===== src/rtl/tero_averager.sv =====
// TERO loop response averager: accumulates oscillation counts per evaluation,
// divides by the evaluation count on store, and holds one average per loop.
module tero_averager #(
  parameter int NUM_LOOPS        = 4,
  parameter int COUNT_BITS       = 16,
  parameter int REPETITIONS_BITS = 16,
  parameter int SEL_BITS         = $clog2(NUM_LOOPS-1)+1
) (
  input  logic                  clk,
  input  logic                  reset,
  input  logic                  reset_puf,
  input  logic                  enable_puf,
  input  logic                  store_response_puf,
  input  logic [SEL_BITS-1:0]   select_puf,
  input  logic [COUNT_BITS-1:0] tero_count,
  input  logic                  clear_all,
  input  logic [SEL_BITS-1:0]   rd_sel,
  output logic [COUNT_BITS-1:0] rd_data,
  output logic                  next_enable,
  output logic [NUM_LOOPS-1:0]  resp_valid,
  output logic                  all_valid,
  output logic                  err_sat,
  output logic                  err_empty,
  output logic                  err_overrun,
  output logic                  err_range
);

  localparam int ACC_BITS = COUNT_BITS + REPETITIONS_BITS;

  typedef enum logic [1:0] {
    IDLE   = 2'd0,
    ACCUM  = 2'd1,
    DIVIDE = 2'd2,
    WRITE  = 2'd3
  } state_t;

  state_t                state;
  state_t                state_next;

  logic                  enable_q;
  logic                  eval_end;
  logic [ACC_BITS-1:0]   acc;
  logic [ACC_BITS:0]     sum;
  logic [ACC_BITS-1:0]   acc_sum;
  logic                  sum_ovf;
  logic [REPETITIONS_BITS-1:0] sample_cnt;
  logic [SEL_BITS-1:0]   sel_q;
  logic                  sel_in_range;
  logic [COUNT_BITS-1:0] avg;
  logic [COUNT_BITS-1:0] mem [NUM_LOOPS];
  logic [COUNT_BITS-1:0] rd_next;

  logic accept_sample;
  logic clear_acc;
  logic start_divide;
  logic do_write;
  logic clear_flags;
  logic flag_overrun;
  logic flag_empty;

  // One-cycle pulse on the first edge that sees enable_puf low after high.
  assign eval_end = enable_q & ~enable_puf;

  assign sum          = {1'b0, acc} + {{(REPETITIONS_BITS+1){1'b0}}, tero_count};
  assign sum_ovf      = sum[ACC_BITS];
  assign acc_sum      = sum_ovf ? '1 : sum[ACC_BITS-1:0];
  assign sel_in_range = int'(sel_q) < NUM_LOOPS;

  assign next_enable  = (state == IDLE) || (state == ACCUM);
  assign all_valid    = &resp_valid;

  // NOTE: sequential state uses non-blocking assignments only, so every flop
  // samples the pre-edge value of every other flop regardless of block order.
  always_ff @(posedge clk or negedge reset) begin
    if (!reset) state <= IDLE;
    else        state <= state_next;
  end

  // NOTE: every output of this block is given a default first, otherwise a
  // path that skips an assignment would infer a latch.
  always_comb begin
    state_next    = state;
    accept_sample = 1'b0;
    clear_acc     = 1'b0;
    start_divide  = 1'b0;
    do_write      = 1'b0;
    clear_flags   = 1'b0;
    flag_overrun  = 1'b0;
    flag_empty    = 1'b0;
    unique case (state)
      IDLE, ACCUM: begin
        clear_flags = clear_all;
        if (reset_puf) begin
          clear_acc  = 1'b1;
          state_next = IDLE;
        end else begin
          accept_sample = eval_end;
          if (store_response_puf) begin
            start_divide = 1'b1;
            flag_empty   = (state == IDLE) && (sample_cnt == '0) && !eval_end;
            state_next   = DIVIDE;
          end else if (eval_end) begin
            state_next = ACCUM;
          end
        end
      end
      DIVIDE: begin
        flag_overrun = store_response_puf | eval_end;
        state_next   = WRITE;
      end
      WRITE: begin
        flag_overrun = store_response_puf | eval_end;
        do_write     = 1'b1;
        clear_acc    = 1'b1;
        state_next   = IDLE;
      end
      default: state_next = IDLE;
    endcase
  end

  // Accumulator, sample counter and division pipeline.
  always_ff @(posedge clk or negedge reset) begin
    if (!reset) begin
      enable_q   <= 1'b0;
      acc        <= '0;
      sample_cnt <= '0;
      sel_q      <= '0;
      avg        <= '0;
    end else begin
      enable_q <= enable_puf;
      if (clear_acc) begin
        acc        <= '0;
        sample_cnt <= '0;
      end else if (accept_sample) begin
        acc        <= acc_sum;
        sample_cnt <= sample_cnt + 1'b1;
      end
      if (start_divide) sel_q <= select_puf;
      if (state == DIVIDE) avg <= COUNT_BITS'(acc >> (REPETITIONS_BITS-1));
    end
  end

  // NOTE: the response store sits inside the async reset because the reset
  // state must read back as all zeros; this keeps it a flop array, not a RAM.
  always_ff @(posedge clk or negedge reset) begin
    if (!reset) begin
      for (int i = 0; i < NUM_LOOPS; i++) mem[i] <= '0;
      resp_valid <= '0;
    end else begin
      if (clear_flags) resp_valid <= '0;
      for (int i = 0; i < NUM_LOOPS; i++) begin
        if (do_write && sel_q == SEL_BITS'(i)) begin
          mem[i]        <= avg;
          resp_valid[i] <= 1'b1;
        end
      end
    end
  end

  // Sticky error flags; a flag raised in the same cycle as clear_all survives.
  always_ff @(posedge clk or negedge reset) begin
    if (!reset) begin
      err_sat     <= 1'b0;
      err_empty   <= 1'b0;
      err_overrun <= 1'b0;
      err_range   <= 1'b0;
    end else begin
      if (clear_flags) begin
        err_sat     <= 1'b0;
        err_empty   <= 1'b0;
        err_overrun <= 1'b0;
        err_range   <= 1'b0;
      end
      if (accept_sample && sum_ovf) err_sat     <= 1'b1;
      if (flag_empty)               err_empty   <= 1'b1;
      if (flag_overrun)             err_overrun <= 1'b1;
      if (do_write && !sel_in_range) err_range  <= 1'b1;
    end
  end

  always_comb begin
    rd_next = '0;
    for (int i = 0; i < NUM_LOOPS; i++) begin
      if (rd_sel == SEL_BITS'(i)) rd_next = mem[i];
    end
  end

  // Registered read port: a same-edge write is seen on the following read.
  always_ff @(posedge clk or negedge reset) begin
    if (!reset) rd_data <= '0;
    else        rd_data <= rd_next;
  end

endmodule


===== config.mk =====
export PLATFORM = sky130hd
export DESIGN_NAME = tero_averager
export DESIGN_NICKNAME = d
export VERILOG_FILES = /design/src/rtl/tero_averager.sv
export SDC_FILE = /design/constraint.sdc
export NUM_CORES = 1
export LEC_CHECK = 0
export CAP_MARGIN = 10
export CORE_MARGIN = 5
export CORE_UTILIZATION = 60
export CTS_CLUSTER_SIZE = 25
export DETAILED_ROUTE_END_ITERATION = 8
export GPL_TIMING_DRIVEN = 0
export PLACE_DENSITY = 0.81
export SYNTH_ARGS = -nofsm -noshare
export SYNTH_HDL_FRONTEND = slang
export SYNTH_SLANG_ARGS = --single-unit

===== constraint.sdc =====
create_clock -name clk -period 6.15 [get_ports clk]
set_input_delay 1.23 -clock clk [delete_from_list [all_inputs] [get_ports clk]]
set_output_delay 1.23 -clock clk [all_outputs]
set_load 0.02 [all_outputs]

==> results.cfg <==
[job]
drv_cap = 0

[final_layout]
nFillCells = 889
drive_gt1_share_pct = 20.9
post-route-util_pct = 72.1
final_nets = 752
final_cell_mix = dfrtp_1 (158), mux2_2 (83), nand2_1 (65)
final_common_cell = dfrtp_1
diodes = 0
area_growth_pct = 19.2
finalInstanceArea_sq_um = 8980
instances_no_fill = 890

[logic_synthesis]
synth_edf_count = 0
yosysSeqAreaShare_pct = 52.5
avgSynthCellArea_sq_um = 11.9
synth_area_sq_um = 7540
synth_cells = 634
ys_ff_latch = 158
ys_async_sr_fraction_pct = 100
synth.distinct_cells = 58
synth_ff_type = dfrtp_1
yosys_warnings = 0
syn_nets = 681

[placed_design]
dpl.cell_count = 858
place_congestion = 0.904
postPlaceCellArea_sq_um = 8290
place_hpwl_um = 11000
io_buffers = 51

[drt]
drtAntennaViolNets = 0
drc = 0
via_per_inst = 6.08
drt-pass1-iter-count = 6
dr_total_vias = 5410
wire_per_inst_um = 17.9
routed_wl_um = 15900
initialDrtViolationCount = 470

[power_and_ir_drop]
ir_worst_vdd_v = 0.000183
powerDensity_nw_per_um2 = 333
p_leak_uw = 0.00432

[floorplan]
num_rows = 41
dieArea_sq_um = 14900
pin_count = 54
initial_core_util_pct = 60.5
die_h_um = 122
core-area_sq_um = 12500
fp.dieW_um = 122

[sta]
finalHoldViolCount = 0
worstMarginPinSlew_ns = 1.22
slew_headroom_pct = 17.8
max_freq_ghz = 0.266
setup_viol = 0
finalClockSkew_ns = 0.00530
min_period_over_period_pct = 61.2
maxSlewViolCount = 0
period_minus_slack_ns = 3.76
rsz0062_at_grt = no

[clocking]
cts_tree = done
cts_root_buffer = clkbuf_16
ctsHoldBuffers = 0
clk_latency_ns = 0.43
h-tree-depth = 4
cts_resized = 0
cts_sinks = 158
clock_path_buffers = 2
cts_buffers = 17
cts_setup_buffers = 0
path_clk_slew_ns = 0.06

[min_path]
min_to = err_sat
worstHoldPathType = reg2reg
holdPathStages = 2
holdCritStartpoint = err_sat

[worst_setup_path]
cp_num_buf_inv = 3
worstSetupPathType = in2reg
rrSetupSlack_ns = 3.23
crit_required_ns = 6.45
reg2reg_from = acc[0]
reg2reg_depth = 11
crit_family = compound AO/OA/AOI/OAI gates
arrival_ns = 4.07
r2r_end = acc[31]
critPathMaxFanout = 10
start_kind = input port
crit_slowest_cell = fa_1
crit_path_max_incr_delay_ns = 0.42
critPathCaptureType = flip-flop
cp_cell_sequence = clkdlybuf4s50_1 > ha_1 > fa_1 > a21o_1 > a221oi_2 > o41a_1 > a21oi_2 > and2_1 > buf_4 > nand4_4 > buf_6 > nand4_1

[global_routing]
grt_pass1_vias = 5499
grt_start_max_net_pins = 97
antenna_found_initial = 0
track_usage_pct = 23.0
grt_pass1_wl_um = 26800
overflow = 0

[run_status]
outcome = completed
-- per-stage QoR --
stage,worst slack [ns],hold WS [ns],TNS [ns],total power [uW]
after global routing,2.25,0.512,0,3120
after floorplan,2.71,0.468,0,1570
after global placement,-2.16,0.465,-339.54,1750
after CTS,2.42,0.484,0,3010
after detailed placement,1.98,0.468,0,1780
final,2.39,0.481,0,2990
-- metal layers --
| metal | vias to the layer above | wire [um] | track usage (%) |
|---|---|---|---|
| li1 | 2464 | - | - |
| met1 | 2725 | 6640 | 29.3 |
| met2 | 173 | 8180 | 38.8 |
| met3 | 48 | 733 | 5.80 |
| met4 | 0 | 390 | 7.56 |
| met5 | - | 0 | 0 |
-- cell families after synthesis --
group	count (synthesis)	share of synthesized area, %
compound gates	100	8.92
xor+xnor	26	3.02
fa+ha+maj	19	3.25
buf+inv	37	2.18
flops	158	52.5
mux	100	17.3
simple gates	194	12.9
-- synth_stat cells, drive strengths merged (3+ instances only) --
| master | count | area (sq um) |
|---|---|---|
| buf | 9 | 57.6 |
| nor3b | 3 | 22.5 |
| mux4 | 16 | 360 |
| nor2b | 18 | 113 |
| inv | 10 | 37.5 |
| o31ai | 3 | 22.5 |
| ha | 18 | 225 |
| a22oi | 14 | 105 |
| o21ai | 17 | 85.1 |
| dfrtp | 158 | 3950 |
| nand2 | 65 | 244 |
| and3 | 6 | 37.5 |
| or4 | 5 | 37.5 |
| and2 | 4 | 25.0 |
| xor2 | 18 | 158 |
| o211ai | 8 | 60.1 |
| a211oi | 3 | 22.5 |
| xnor2 | 8 | 70.1 |
| a31oi | 5 | 37.5 |
| clkbuf | 18 | 68.8 |
| or2 | 3 | 18.8 |
| nor2 | 40 | 150 |
| a21oi | 25 | 129 |
| a21o | 6 | 45.0 |
| nand3 | 18 | 95.1 |
| nor4 | 4 | 31.3 |
| nor3 | 6 | 30.0 |
| nand4 | 13 | 96.3 |
| o311ai | 3 | 26.3 |
| mux2 | 83 | 935 |
-- registers in the layout, indices dropped and copies added, names as in the netlist, 2 cells and up --
signal,flops
state,2
acc,32
mem,64
sel_q,3
sample_cnt,16
resp_valid,4
rd_data,16
avg,16
-- worst register-to-register path, delay by kind of cell (launching register included) --
family          cells  cell delay [ns]
flops               1             0.38
compound gates      4             0.99
buf+inv             2             0.33
fa+ha+maj           2             0.64
simple gates        3             0.44
-- how the worst max path moves through the flow --
| stage | cells past startpoint | slack, ns | start | endpoint |
|---|---|---|---|---|
| 2_1_floorplan | 11 | 2.71 | tero_count[0] | acc[31] |
| 3_3_place_gp | 1 | -2.16 | reset | sample_cnt[8] |
| 3_5_place_dp | 12 | 1.98 | tero_count[0] | acc[31] |
| 4_1_cts | 12 | 2.42 | tero_count[0] | acc[31] |
| 5_1_grt | 12 | 2.25 | tero_count[0] | acc[31] |
| 6_report | 12 | 2.39 | tero_count[0] | acc[31] |
-- where the power goes --
group | total, uW | switching [uW] | internal (uW)
clock | 1230 | 424 | 803
combinational | 601 | 361 | 240
sequential | 1160 | 51.2 | 1110
-- final cells by class --
cell class / count / area, sq um / area share [%]
Tap cell: 172 / 215 / 2.40
Sequential cell: 158 / 3950 / 44.0
Clock inverter: 14 / 264 / 2.94
Buffer: 27 / 126 / 1.41
Timing Repair Buffer: 52 / 539 / 6.00
Clock buffer: 18 / 429 / 4.78
Inverter: 10 / 37.5 / 0.418
Multi-Input combinational cell: 439 / 3420 / 38.1
Note: power is estimated with default switching activity, not from simulation.
